**src/rtl/rom_prefetch.sv**
```systemverilog
// Sequential-address prefetch buffer sitting between a CPU fetch port and a
// single-outstanding-request ROM. Bytes are fetched ahead into a small FIFO;
// a CPU request at the head address hits combinationally, any other address
// flushes the FIFO and restarts prefetch from the requested address.
module rom_prefetch #(
  parameter int DEPTH = 4
) (
  input  logic        clk,
  input  logic        rst,
  input  logic        cpu_req,
  input  logic [11:0] cpu_addr,
  output logic        cpu_valid,
  output logic [7:0]  cpu_data,
  output logic        mem_req,
  output logic [11:0] mem_addr,
  input  logic        mem_ack,
  input  logic [7:0]  mem_data,
  output logic [3:0]  level
);

  localparam int AW = $clog2(DEPTH);
  localparam logic [AW-1:0] PTR_ONE = AW'(1);
  localparam logic [3:0]    LVL_MAX = 4'(DEPTH);

  // DRAIN: a flush abandoned the outstanding request; wait out its ack with
  // the old address still on mem_addr, then restart at the new fetch address.
  typedef enum logic [1:0] {S_IDLE, S_FETCH, S_DRAIN} state_t;

  state_t          r_state;
  logic [7:0]      r_buf [DEPTH];
  logic [AW-1:0]   r_rd_ptr;
  logic [AW-1:0]   r_wr_ptr;
  logic [3:0]      r_level;
  logic [11:0]     r_fetch_addr;
  logic [11:0]     r_mem_addr;
  logic            r_mem_req;

  logic [11:0]     w_head_addr;
  logic            w_flush;
  logic            w_hit;
  logic            w_take;
  logic            w_wr;
  logic [3:0]      w_level_nxt;
  logic [11:0]     w_fetch_nxt;
  logic            w_room;

  // The fetch address only advances on ack, so the head is always
  // fetch_addr - level; an empty buffer puts the head at fetch_addr.
  assign w_head_addr = r_fetch_addr - {8'd0, r_level};
  // Any request not at the head is a miss; a request at fetch_addr with an
  // empty buffer matches the head and simply waits.
  assign w_flush     = cpu_req & (cpu_addr != w_head_addr);
  assign w_hit       = cpu_req & (r_level != 4'd0) & ~w_flush;
  // Ack only completes a live fetch; acks in IDLE or DRAIN carry no data for us.
  assign w_take      = (r_state == S_FETCH) & mem_ack;
  assign w_wr        = w_take & ~w_flush;
  assign w_level_nxt = w_flush ? 4'd0 : (r_level + {3'd0, w_wr} - {3'd0, w_hit});
  assign w_fetch_nxt = w_flush ? cpu_addr : (w_take ? r_fetch_addr + 12'd1 : r_fetch_addr);
  assign w_room      = (w_level_nxt < LVL_MAX);

  assign cpu_valid = w_hit;
  assign cpu_data  = r_buf[r_rd_ptr];
  assign mem_req   = r_mem_req;
  assign mem_addr  = r_mem_addr;
  assign level     = r_level;

  // Occupancy, pointers and the fetch address; a flush empties the FIFO.
  always_ff @(posedge clk) begin
    if (rst) begin
      r_level      <= 4'd0;
      r_rd_ptr     <= '0;
      r_wr_ptr     <= '0;
      r_fetch_addr <= 12'h000;
    end else begin
      r_level      <= w_level_nxt;
      r_fetch_addr <= w_fetch_nxt;
      if (w_flush) begin
        r_rd_ptr <= '0;
        r_wr_ptr <= '0;
      end else begin
        if (w_wr)  r_wr_ptr <= r_wr_ptr + PTR_ONE;
        if (w_hit) r_rd_ptr <= r_rd_ptr + PTR_ONE;
      end
    end
  end

  // Buffer storage: write the acked byte at the tail.
  always_ff @(posedge clk) begin
    if (w_wr) r_buf[r_wr_ptr] <= mem_data;
  end

  // Request FSM; mem_req/mem_addr are registered and mem_addr only moves
  // when no request is outstanding (entering FETCH, or on ack).
  always_ff @(posedge clk) begin
    if (rst) begin
      r_state    <= S_IDLE;
      r_mem_req  <= 1'b0;
      r_mem_addr <= 12'h000;
    end else begin
      case (r_state)
        S_IDLE: begin
          if (w_flush | w_room) begin
            r_state    <= S_FETCH;
            r_mem_req  <= 1'b1;
            r_mem_addr <= w_fetch_nxt;
          end
        end
        S_FETCH: begin
          if (w_flush & ~mem_ack) begin
            r_state <= S_DRAIN;
          end else if (mem_ack) begin
            if (w_flush | w_room) begin
              r_mem_addr <= w_fetch_nxt;
            end else begin
              r_state   <= S_IDLE;
              r_mem_req <= 1'b0;
            end
          end
        end
        S_DRAIN: begin
          if (mem_ack) begin
            r_state    <= S_FETCH;
            r_mem_addr <= w_fetch_nxt;
          end
        end
        default: begin
          r_state   <= S_IDLE;
          r_mem_req <= 1'b0;
        end
      endcase
    end
  end

endmodule

```
**config.mk**
```make
export PLATFORM = sky130hd
export DESIGN_NAME = rom_prefetch
export DESIGN_NICKNAME = d
export VERILOG_FILES = /design/src/rtl/rom_prefetch.sv
export SDC_FILE = /design/constraint.sdc
export NUM_CORES = 1
export LEC_CHECK = 0
export CAP_MARGIN = 20
export CORE_MARGIN = 5
export CORE_UTILIZATION = 59
export CTS_CLUSTER_DIAMETER = 40
export DETAILED_ROUTE_END_ITERATION = 6
export HOLD_SLACK_MARGIN = 0.02
export MAX_ROUTING_LAYER = met4
export PLACE_DENSITY = 0.89
export SLEW_MARGIN = 20
export SYNTH_ARGS = -nofsm -noshare
export SYNTH_HDL_FRONTEND = slang
export SYNTH_SLANG_ARGS = --single-unit
```
**constraint.sdc**
```tcl
create_clock -name clk -period 8.6 [get_ports clk]
set_input_delay 1.29 -clock clk [delete_from_list [all_inputs] [get_ports clk]]
set_output_delay 1.29 -clock clk [all_outputs]
set_load 0.01 [all_outputs]
```
**Word level (Yosys, flattened, before mapping)**

Memory sizes are Yosys's and may differ from the RTL's. A register that Yosys moved wholly into a read port is not among the register bits.
Cells that the tools add are included.

- Word-level logic and storage cells: 65
- Memories kept: 1
- Input bits: 24
- Output and inout bits: 26
- RAM bits: 32
- Register bits: 35

- Magnitude comparators: 1
- Bitwise gates (word level): 10
- Reduce and logical (&&, ||, !) cells: 7
- Eq/ne operators: 10
- Multiplexer cells: 23
- Add/sub/neg operators: 6

Memory list:

| name | words | width | read ports | clocked after memory_dff | wr ports | RTL line | RTL |
|---|---|---|---|---|---|---|---|
| r_buf | 4 | 8 | 1 | 1 | 1 | 30 | `logic [7:0] r_buf [DEPTH];` |

Operator list:

| cell | number |
|---|---|
| 12-bit two-way mux | 6 |
| 12-bit case mux with 3 select lines | 1 |
| 2-bit two-way mux | 7 |
| 12-bit by 1-bit adder with 12-bit output, second input constant | 1 |
| 12-bit != test | 1 |
| 12-bit by 4-bit subtractor with 12-bit output | 1 |
| 2-bit != test, second input constant | 5 |
| 4-bit AND reduction | 2 |
| 1-bit AND | 6 |
| 1-bit two-way mux | 6 |
| 3-bit by 2-bit != test with 1-bit output, second input constant | 2 |
| 2-bit case mux with 3 select lines | 1 |
| 5-bit AND reduction | 1 |
| 2-bit by 1-bit adder with 2-bit output, second input constant | 2 |
| 4-bit by 1-bit adder with 4-bit output | 1 |
| 4-bit by 3-bit less-than comparator with 1-bit output, second input constant | 1 |
| 4-bit two-way mux | 1 |
| 4-bit nonzero test | 1 |
| 4-bit by 1-bit subtractor with 4-bit output | 1 |
| 1-bit inverter | 3 |
| 1-bit case mux with 3 select lines | 1 |
| 3-bit nonzero test | 1 |
| 2-bit by 1-bit equality test with 1-bit output, second input constant | 1 |
| 2-bit equality test, second input constant | 1 |
| other kinds (3) | 3 |

**Longest topological paths before layout**

Gate-level depths: netlist of the first run.

- Depth in word-level cells: 14
- Gate-level depth with buffers: 24
- Gate-level depth less buffers: 22

**Worst setup path after synthesis of the first run**

Ideal clock, no wire load.

- Kind: input to register
- Start: in cpu_addr[5]
- End: reg r_mem_addr[10], in the netlist mem_addr[10]
- Slack: 3.867 ns
- Data arrival time: 4.611 ns
- Cell stages on the path: 20
- Cell sequence: or2_2 a221o_1 o311ai_0 o22ai_2 o21ai_4 buf_6 and2_1 inv_1 ha_1 inv_1 ha_1 inv_1 fa_1 xor2_1 nand2_1 nor3_1 a31oi_1 nand2_2 buf_6 mux2_4

- Cells in the longest elaborated chain, start to end: 13
- Elaborated cells on any way between the ends: 19

RTL lines:

| element | RTL line | RTL |
|---|---|---|
| start: declaration | 11 | `input logic [11:0] cpu_addr,` |
| 12-bit != test * | 52 | `assign w_flush = cpu_req & (cpu_addr != w_head_addr);` |
| 1-bit AND * | 52 |  |
| 1-bit inverter | 53, 56 |  |
| 1-bit AND | 56 | `assign w_wr = w_take & ~w_flush;` |
| 4-bit by 1-bit adder with 4-bit output | 57 | `assign w_level_nxt = w_flush ? 4'd0 : (r_level + {3'd0, w_wr} - {3'd0, w_hit});` |
| 4-bit by 1-bit subtractor with 4-bit output | 57 |  |
| 4-bit two-way mux | 57 |  |
| 4-bit by 3-bit less-than comparator with 1-bit output | 59 | `assign w_room = (w_level_nxt < LVL_MAX);` |
| 1-bit bitwise OR | 102, 112 |  |
| 12-bit two-way mux | 102, 112 |  |
| 12-bit two-way mux | 111 | `end else if (mem_ack) begin` |
| 12-bit two-way mux | 109 | `if (w_flush & ~mem_ack) begin` |
| 12-bit case mux with 3 select lines | 100 | `case (r_state)` |
| end signal: assignment | 105 | `r_mem_addr <= w_fetch_nxt;` |
| end signal: assignment | 113 | `r_mem_addr <= w_fetch_nxt;` |
| end signal: assignment | 123 | `r_mem_addr <= w_fetch_nxt;` |
| end: declaration | 35 | `logic [11:0] r_mem_addr;` |

Every way passes the cells marked *; elsewhere a longest branch is shown, timed or not. The select of a mux whose other input is x is not followed.
A chain may end at the register's enable or synchronous reset.

**Worst setup path in the final report of the first run**

- Start: reg r_level[1], in the netlist level[1]
- End: reg r_mem_addr[1], in the netlist mem_addr[1]

- Cells in the longest elaborated chain, start to end: 14
- Elaborated cells on any way between the ends: 22

RTL lines:

| element | RTL line | RTL |
|---|---|---|
| start: declaration | 33 | `logic [3:0] r_level;` |
| start signal: assignment | 75 | `r_level <= w_level_nxt;` |
| 12-bit by 4-bit subtractor with 12-bit output | 49 | `assign w_head_addr = r_fetch_addr - {8'd0, r_level};` |
| 12-bit != test | 52 |  |
| 1-bit AND | 52 |  |
| 1-bit inverter | 53, 56 |  |
| 1-bit AND | 56 |  |
| 4-bit by 1-bit adder with 4-bit output | 57 |  |
| 4-bit by 1-bit subtractor with 4-bit output | 57 |  |
| 4-bit two-way mux | 57 |  |
| 4-bit by 3-bit less-than comparator with 1-bit output | 59 |  |
| 1-bit bitwise OR | 102, 112 |  |
| 12-bit two-way mux | 102, 112 |  |
| 12-bit two-way mux | 111 |  |
| 12-bit two-way mux | 109 |  |
| 12-bit case mux with 3 select lines | 100 |  |

Parallel ways exist; a longest one is shown, timed or not. The select of a mux whose other input is x is not followed.

==> results.json, run 1 <==
{
  "wire_per_inst_microns": 16.71,
  "netlist_area_sq_um": 3706,
  "clkLatencyLatePin_ps": 350,
  "rsz0062_at_grt": "false",
  "die_height_microns": 89.26,
  "regToRegStartpoint": "level[1]",
  "yosysSeqAreaShare_pct": 45.91,
  "min_path_cells": 2,
  "fin_skew_ps": 5.854,
  "relSlewSlack_pct": 46.33,
  "track_usage_pct": 21.57,
  "dr.pass1.iters": 4,
  "grt_start_max_net_pins": 41,
  "fin_tns_setup_ps": 0,
  "die_area_sq_um": 7966,
  "clkSinkCount": 69,
  "io_pins": 50,
  "min_to": "mem_addr[11]",
  "placed_cell_area_sq_um": 4202,
  "hold_start": "mem_addr[11]",
  "arrival_ps": 6020,
  "synth-seq-cells": 69,
  "finalPower_mw": 0.7103,
  "fin_hold_ws_ps": 489.6,
  "cp-startpoint": "level[1]",
  "synth-async-reset-ratio_pct": 0,
  "required_ps": 8840,
  "initial_core_util_pct": 61.50,
  "criticalPathCategory": "flip-flop to flip-flop",
  "ys.flop_type": "dfxtp_1",
  "fmax_ghz": 0.1730,
  "place_hpwl_microns": 5402,
  "yosysWarnings": 0,
  "place_ws_ps": 2538,
  "ys_types": 55,
  "r2r-end": "mem_addr[1]",
  "postCtsHoldBufs": 0,
  "place_congestion": 0.8248,
  "drt_wl_total_microns": 7418,
  "area_growth_pct": 18.10,
  "p_leak_nw": 1.607,
  "worstRegToRegCells": 21,
  "worst_slew_pin_slew_ps": 802.1,
  "crit_fanout": 22,
  "finalSetupViolCount": 0,
  "cts_tree": "built",
  "drtAntennaViolNets": 0,
  "cts_buffer_depth": 2,
  "r2r_slack_ps": 2820,
  "layout_setup_ws_ps": 2820,
  "diodes": 0,
  "yosys.area.top_type": "edfxtp_1",
  "layout_min_cycle_time_ps": 5780,
  "fin_area_sq_um": 4377,
  "crit_path_start_kind": "flip-flop",
  "drtIter0Drc": 246,
  "first_global_vias": 2660,
  "outcome": "finished clean",
  "drc": 0,
  "drv_cap": 0,
  "vias_per_cell": 5.694,
  "synth-edff-count": 32,
  "drive_gt1_share_pct": 16.26,
  "num-nets-final": 404,
  "power.density_nw_per_um2": 162.3,
  "synth_cells": 318,
  "synthTopCellsByCount": "dfxtp_1, edfxtp_1, nor2_1",
  "cts_buffers": 9,
  "overflow": 0,
  "vias": 2528,
  "path_clk_slew_ps": 80,
  "grt_pass1_wl_microns": 12520,
  "critPathCaptureType": "flip-flop",
  "portBuffers": 49,
  "avgSynthCellArea_sq_um": 11.65,
  "min_period_over_period_pct": 67.21,
  "hold_violations": 0,
  "yosysTopAreaCellShare_pct": 25.93,
  "hold_class": "flip-flop to flip-flop",
  "syn-num-nets": 358,
  "post_cts_buffers": 0,
  "yosysMostFrequentCell": "dfxtp_1",
  "cts_root_buf": "clkbuf_8",
  "grt_antenna_before_repair": 0,
  "cts_resized": 0,
  "finalMaxSlewViolations": 0,
  "fillers": 427,
  "synth.area.top_cells": "edfxtp_1, dfxtp_1, mux2_4",
  "core_sq_um": 6026,
  "fp-row-count": 28,
  "die_w_microns": 89.26,
  "htree_levels": 3,
  "ir_worst_vdd_v": 0.0001000
}
==> cells by family (layout without fill, tap and decap cells) <==
| family | after synthesis | count (layout) | share of synthesized area [%] |
|---|---|---|---|
| and+or+nand+nor | 111 | 111 | 16.78 |
| buffers and inverters | 30 | 81 | 4.118 |
| DFF | 69 | 69 | 45.91 |
| adders and majority gates | 16 | 16 | 5.807 |
| muxes | 35 | 35 | 14.75 |
| AOI/OAI and AO/OA | 29 | 29 | 6.010 |
| xor gates and xnor gates | 28 | 28 | 6.617 |
==> sequential cells by signal, summed over array words and instances (netlist names), named ones only <==
signal and flops:
level 4, mem_addr 12, mem_req 1, r_buf 32, r_fetch_addr 12, r_rd_ptr 2, r_state 2, r_wr_ptr 2
==> per-stage QoR <==
step	utilization, %	instances
after CTS	72.63	444
after floorplan	-	318
after global routing	72.63	444
final	72.63	444
after global placement	69.73	428
after detailed placement	69.73	428
==> where the power goes <==
| group | internal, mW | switching (mW) |
|---|---|---|
| clock | 0.105 | 0.130 |
| sequential | 0.354 | 0.0103 |
| combinational | 0.0588 | 0.0523 |
| total | 0.518 | 0.192 |
==> how the worst max path moves through the flow <==
| stage | end | slack, ps | cells after the start |
|---|---|---|---|
| after global placement | mem_addr[0] | 2730 | 19 |
| after global routing | mem_addr[1] | 2340 | 21 |
| after floorplan | mem_addr[10] | 3870 | 20 |
| after detailed placement | mem_addr[1] | 2540 | 19 |
| final | mem_addr[1] | 2820 | 21 |
| after CTS | mem_addr[1] | 2860 | 21 |
==> layout by cell type (no fill, tap or decap), types with 2 or more instances in the layout <==
cell,instances
clkdlybuf4s50_1,49
dfxtp_1,37
edfxtp_1,32
nor2_1,27
nor2b_1,24
mux2_4,18
nand2_1,17
xnor2_1,16
inv_1,15
ha_1,14
xor2_1,12
clkbuf_8,9
mux4_2,8
a21oi_1,7
and3_1,7
nand4_1,5
mux2i_1,4
nor3_1,4
o21ai_0,4
mux2_2,4
a211oi_1,3
a221o_1,3
nor3b_1,3
or3_1,3
clkinv_4,3
nor4_2,2
a21o_1,2
nand3b_1,2
or2_2,2
nand2_2,2
nand3_1,2
nand2b_1,2
fa_1,2
==> cell type report <==
class,count,area [sq um],share of cell area (%)
clock buffer,9,123.9,2.830
timing repair buffer,50,498.0,11.38
tap,75,93.84,2.144
clock inverter,7,51.30,1.172
inverter,15,56.30,1.286
sequential,69,1702,38.88
multi-input combinational,219,1852,42.31
==> metal layers <==
| layer | part of all wire, % | vias up | wire [microns] | GRT usage, % |
|---|---|---|---|---|
| met5 | 0 | - | 0 | - |
| met1 | 45 | 1219 | 3324 | 27.35 |
| met3 | 5.9 | 12 | 441 | 5.161 |
| met4 | 1.3 | 0 | 96 | 8.796 |
| met2 | 48 | 81 | 3555 | 33.29 |
| li1 | - | 1216 | - | - |
==> critical path: stages, from the launching register on <==
cell and delay (ps):
dfxtp_1 520, inv_1 110, ha_1 300, nor2b_1 150
o211ai_1 480, nand2_1 140, o311ai_0 550, o22ai_2 220
o21ai_4 640, and2_1 220, inv_1 50, ha_1 270
inv_1 60, ha_1 150, inv_1 50, fa_1 370
xor2_1 190, nand2_1 140, nor3_1 200, a31oi_1 90
nand2_2 360, mux2_2 390
Note: power is estimated with default switching activity, not from simulation.
==> run 2: changes to the inputs <==
--- a/config.mk
+++ b/config.mk
@@ -7,12 +7,12 @@
 export LEC_CHECK = 0
 export CAP_MARGIN = 20
 export CORE_MARGIN = 5
-export CORE_UTILIZATION = 59
+export CORE_UTILIZATION = 55
 export CTS_CLUSTER_DIAMETER = 40
 export DETAILED_ROUTE_END_ITERATION = 6
 export HOLD_SLACK_MARGIN = 0.02
 export MAX_ROUTING_LAYER = met4
-export PLACE_DENSITY = 0.89
+export PLACE_DENSITY = 0.84
 export SLEW_MARGIN = 20
 export SYNTH_ARGS = -nofsm -noshare
 export SYNTH_HDL_FRONTEND = slang
==> constraint.sdc (replaced) <==
create_clock -name clk -period 5.6 [get_ports clk]
set_input_delay 0.84 -clock clk [delete_from_list [all_inputs] [get_ports clk]]
set_output_delay 0.84 -clock clk [all_outputs]
set_load 0.01 [all_outputs]
==> results.json, run 2 (synthesis results as in run 1) <==
{
  "die_w_microns": 92.09,
  "die_height_microns": 92.09,
  "finalMaxSlewViolations": 0,
  "min_path_cells": 2,
  "grt_start_max_net_pins": 41,
  "cp-startpoint": "level[1]",
  "swShare_pct": 27.85,
  "layout_min_cycle_time_ps": 5133,
  "relSlewSlack_pct": 61.45,
  "fin_util_pct": 66.03,
  "min_to": "mem_addr[11]",
  "core_sq_um": 6681,
  "hold_start": "mem_addr[11]",
  "drv_cap": 0,
  "clkPwrFrac_pct": 34.6,
  "p_comb_share_pct": 15.3,
  "hold_class": "flip-flop to flip-flop",
  "drc": 0,
  "layout_common_cells": "clkdlybuf4s50_1, dfxtp_1, edfxtp_1",
  "arrival_ps": 5380,
  "fmax_ghz": 0.1948,
  "r2r-end": "mem_addr[1]",
  "min_period_over_period_pct": 91.67,
  "outcome": "finished clean",
  "fin_tns_setup_ps": 0,
  "place_hpwl_microns": 5366,
  "portBuffers": 49,
  "vias_per_cell": 5.541,
  "criticalPathCategory": "flip-flop to flip-flop",
  "io_pins": 50,
  "r2r_slack_ps": 470,
  "cts_buffer_depth": 2,
  "p_int_mw": 0.8058,
  "clkSinkCount": 69,
  "vias": 2499,
  "diodes": 0,
  "drive_gt1_share_pct": 16.98,
  "cts_tree": "built",
  "track_usage_pct": 19.24,
  "area_growth_pct": 19.04,
  "layout_commonest_cell": "clkdlybuf4s50_1",
  "power.density_nw_per_um2": 253.2,
  "power_switching_mw": 0.3111,
  "rsz0062_at_grt": "false",
  "critPathCaptureType": "flip-flop",
  "wire_per_inst_microns": 16.43,
  "worstRegToRegCells": 19,
  "cts_resized": 0,
  "worst_slew_pin_slew_ps": 570.1,
  "finalSetupViolCount": 0,
  "regToRegStartpoint": "level[1]",
  "cts_root_buf": "clkbuf_8",
  "dr.pass1.iters": 4,
  "cts_buffers": 9,
  "htree_levels": 3,
  "fp-row-count": 30,
  "initial_core_util_pct": 55.47,
  "p_leak_nw": 1.624,
  "grt_pass1_wl_microns": 12350,
  "top_register": "r_buf",
  "postCtsHoldBufs": 0,
  "required_ps": 5850,
  "drtAntennaViolNets": 0,
  "fillers": 512,
  "path_clk_slew_ps": 80,
  "fin_skew_ps": 16.49,
  "ir_worst_vdd_v": 0.0001350,
  "place_congestion": 0.8222,
  "clkLatencyLatePin_ps": 360,
  "first_global_vias": 2540,
  "largest_reg_flops": 32,
  "hold_violations": 0,
  "grt_antenna_before_repair": 0,
  "num-nets-final": 406,
  "crit_fanout": 12,
  "post_cts_buffers": 0,
  "drtIter0Drc": 100,
  "power_frac_seq_pct": 50.1,
  "overflow": 0,
  "drt_wl_total_microns": 7410,
  "die_area_sq_um": 8480,
  "crit_path_start_kind": "flip-flop"
}
==> run 2: changes by cell type in the layout (fill, tap and decap cells not counted) <==
cell / change
o311ai_0: -1
buf_4: +2
clkinv_4: -1
inv_8: +2
inv_6: +1
o311ai_1: +1
clkinv_1: -1
clkinv_2: -1
==> run 2: how the worst max path moves through the flow <==
| stage | cells past startpoint | slack [ps] | endpoint |
|---|---|---|---|
| 6_report | 19 | 470 | mem_addr[1] |
| 5_1_grt | 19 | 120 | mem_addr[1] |
| 4_1_cts | 19 | 460 | mem_addr[1] |
| 3_5_place_dp | 17 | 550 | mem_addr[1] |
| 3_3_place_gp | 17 | 690 | mem_addr[0] |
| 2_1_floorplan | 23 | 920 | mem_addr[10] |
==> run 2: final cells by class <==
cell class / instances / area [sq um] / area share [%]
inverters: 15 / 56.30 / 1.276
well taps: 80 / 100.1 / 2.269
flip-flops and latches: 69 / 1702 / 38.57
clock buffers: 9 / 123.9 / 2.808
multi-input cells: 219 / 1852 / 41.97
clock inverters: 7 / 65.06 / 1.475
repair buffers: 52 / 513.0 / 11.63
==> run 2: critical path: stages, from the launching register on <==
cell	delay, ps
dfxtp_1	500
inv_1	110
ha_1	300
nor2b_1	140
o211ai_1	430
nand2_1	140
nor4b_1	520
nor2_1	130
nor4_2	410
ha_1	270
inv_1	60
ha_1	270
a21o_1	180
a21oi_1	200
xnor2_1	170
nand2_1	140
nor3_1	210
a31oi_1	90
nand2_2	360
mux2_2	390
==> run 2: layer usage <==
metal / wire length [microns] / track usage (%) / up-vias / share of wire, %
li1: - / - / 1222 / -
met4: 89 / 7.426 / 0 / 1.2
met1: 3302 / 24.06 / 1199 / 45
met5: 0 / - / - / 0
met2: 3632 / 30.29 / 72 / 49
met3: 385 / 4.676 / 6 / 5.2
==> run 2: power by group through the flow <==
stage | registers [mW] | clock network (mW) | logic [mW]
floorplan | 0.569 | 0 | 0.113
global placement | 0.570 | 0 | 0.165
detailed placement | 0.571 | 0 | 0.169
CTS | 0.560 | 0.391 | 0.170
global route | 0.562 | 0.416 | 0.186
finish | 0.560 | 0.387 | 0.171
==> run 2: through the flow <==
step                      setup slack, ps  area, sq um  instances  hold slack [ps]  power (mW)
final                               466.5         4412        451            500.0       1.117
after floorplan                     919.8         3706        318            490.2      0.6815
after detailed placement            547.2         4223        435            489.5      0.7402
after global placement              689.3         4223        435            488.1      0.7344
after CTS                           455.1         4412        451            500.7       1.121
after global routing                115.4         4412        451            518.9       1.163
==> run 3: changes to the inputs <==
--- a/config.mk
+++ b/config.mk
@@ -5,10 +5,12 @@
 export SDC_FILE = /design/constraint.sdc
 export NUM_CORES = 1
 export LEC_CHECK = 0
+export ABC_AREA = 1
 export CAP_MARGIN = 20
 export CORE_MARGIN = 5
 export CORE_UTILIZATION = 55
 export CTS_CLUSTER_DIAMETER = 40
+export CTS_CLUSTER_SIZE = 24
 export DETAILED_ROUTE_END_ITERATION = 6
 export HOLD_SLACK_MARGIN = 0.02
 export MAX_ROUTING_LAYER = met4
==> results.json, run 3 <==
{
  "relSlewSlack_pct": 46.53,
  "fin_util_pct": 66.98,
  "fmax_ghz": 0.2054,
  "layout_commonest_cell": "nand2_1",
  "area_growth_pct": 19.01,
  "power.density_nw_per_um2": 257.7,
  "top_register": "r_buf",
  "path_clk_slew_ps": 70,
  "finalPower_mw": 1.173,
  "synth_cells": 471,
  "layout_min_cycle_time_ps": 4868,
  "swShare_pct": 29.93,
  "dr.pass1.iters": 4,
  "placed_cell_area_sq_um": 4369,
  "grt.busiest_layer": "met2",
  "yosys.area.top_type": "edfxtp_1",
  "finalMaxSlewViolations": 0,
  "drtAntennaViolNets": 0,
  "place_congestion": 0.9428,
  "initial_core_util_pct": 56.28,
  "layout_common_cells": "nand2_1, nor2_1, inv_1",
  "wire_per_inst_microns": 14.38,
  "fin_tns_setup_ps": 0,
  "clkPwrFrac_pct": 31.6,
  "avgSynthCellArea_sq_um": 8.118,
  "yosysSeqAreaShare_pct": 44.50,
  "htree_levels": 3,
  "cts_resized": 0,
  "hold_start": "mem_addr[6]",
  "crit_path_start_kind": "flip-flop",
  "clkSinkCount": 69,
  "synth-edff-count": 32,
  "grtUsageMet1_pct": 28.92,
  "grt_start_max_net_pins": 24,
  "crit_fanout": 17,
  "clkLatencyLatePin_ps": 350,
  "postCtsHoldBufs": 0,
  "power_frac_seq_pct": 48.7,
  "die_height_microns": 93.38,
  "io_pins": 50,
  "p_int_mw": 0.8218,
  "criticalPathCategory": "flip-flop to flip-flop",
  "drt_wl_total_microns": 8944,
  "track_usage_pct": 22.41,
  "p_leak_nw": 1.983,
  "slowest_stage": "nor4_1",
  "fin_skew_ps": 6.045,
  "r2r_slack_ps": 730,
  "overflow": 0,
  "synth-async-reset-ratio_pct": 0,
  "critPathCaptureType": "flip-flop",
  "hold_violations": 0,
  "arrival_ps": 5150,
  "dp_cells": 606,
  "cts_root_buf": "clkbuf_8",
  "min_period_over_period_pct": 86.92,
  "cts_buffers": 9,
  "cp-startpoint": "r_fetch_addr[0]",
  "path_common_cell": "nand2_1",
  "ys_types": 40,
  "power_switching_mw": 0.3510,
  "drc": 0,
  "regArea_sq_um": 1702,
  "drv_cap": 0,
  "portBuffers": 49,
  "grt_antenna_before_repair": 0,
  "rsz0062_at_grt": "false",
  "post_cts_buffers": 0,
  "first_global_vias": 3128,
  "cts_buffer_depth": 2,
  "grt.met2_usage_pct": 35.50,
  "outcome": "finished clean",
  "synth.area.top_cells": "edfxtp_1, dfxtp_1, nand2_1",
  "die_w_microns": 93.38,
  "diodes": 0,
  "worst_slew_pin_slew_ps": 799.1,
  "regToRegStartpoint": "r_fetch_addr[0]",
  "yosysTopAreaCellShare_pct": 25.13,
  "fin_area_sq_um": 4551,
  "synthTopCellsByCount": "nand2_1, nor2_1, inv_1",
  "fillers": 548,
  "vias": 3219,
  "core_sq_um": 6794,
  "hold_class": "flip-flop to flip-flop",
  "ys.flop_type": "dfxtp_1",
  "netlist_area_sq_um": 3824,
  "syn-num-nets": 511,
  "required_ps": 5880,
  "finalSetupViolCount": 0,
  "fp-row-count": 30,
  "place_hpwl_microns": 6645,
  "num-nets-final": 561,
  "vias_per_cell": 5.175,
  "grtUsageMet3_pct": 4.103,
  "grt_pass1_wl_microns": 14790,
  "p_comb_share_pct": 19.7,
  "drtIter0Drc": 159,
  "ir_worst_vdd_v": 0.0001989,
  "multiInputGateArea_sq_um": 1812,
  "drive_gt1_share_pct": 9.696,
  "cp_slowest_stage_delay_ps": 610,
  "yosysMostFrequentCell": "nand2_1",
  "final_cells": 622,
  "yosysWarnings": 0,
  "die_area_sq_um": 8720,
  "largest_reg_flops": 32,
  "cts_tree": "built",
  "synth-seq-cells": 69
}
-- run 3: worst max-delay path, delay by kind of cell (launching register included) --
| family | cells | cell delay [ps] |
|---|---|---|
| xor gates and xnor gates | 1 | 190 |
| adders and majority gates | 5 | 1550 |
| buffers and inverters | 4 | 290 |
| DFF | 1 | 380 |
| and+or+nand+nor | 18 | 2390 |
-- run 3: cell type report --
| cell class | instances | area share, % |
|---|---|---|
| clock buffer | 11 | 3.107 |
| clock inverter | 5 | 0.7974 |
| inverter | 66 | 5.472 |
| multi-input combinational | 326 | 39.81 |
| sequential | 69 | 37.39 |
| tap | 96 | 2.640 |
| timing repair buffer | 49 | 10.78 |
-- run 3: cells by family after synthesis --
| group | Yosys count | synth area share (%) |
|---|---|---|
| XOR/XNOR | 21 | 4.810 |
| flip-flops | 69 | 44.50 |
| AND/OR/NAND/NOR | 238 | 29.25 |
| buffers and inverters | 76 | 8.213 |
| adder cells (fa/ha/maj) | 16 | 5.628 |
| AO/OA/AOI/OAI | 51 | 7.592 |
-- run 3: routing by layer --
layer	share of wire (%)	wire length, microns
met1	45	4024
met3	5.3	471
met2	48	4306
met4	1.6	142
met5	0	0
-- run 3: metrics by stage --
stage	setup WS, ps	hold slack, ps
3_5_place_dp	663.1	476.5
5_1_grt	389.5	534.8
2_1_floorplan	1480	489.4
6_report	732.3	495.0
3_3_place_gp	874.4	477.3
4_1_cts	791.4	495.8
-- run 3: final timing paths --
kind / endpoint / cells after the start
hold reg to reg: mem_addr[6] / 2
setup / recovery: mem_addr[10] / 28
setup reg to reg: mem_addr[10] / 28
hold / removal: mem_addr[6] / 2
-- run 3: power groups by stage --
| stage | clock (mW) | sequential [mW] | combinational (mW) |
|---|---|---|---|
| after floorplan | 0 | 0.583 | 0.144 |
| after global placement | 0 | 0.581 | 0.221 |
| after detailed placement | 0 | 0.581 | 0.229 |
| after CTS | 0.373 | 0.570 | 0.231 |
| after global routing | 0.396 | 0.574 | 0.259 |
| final | 0.371 | 0.571 | 0.231 |
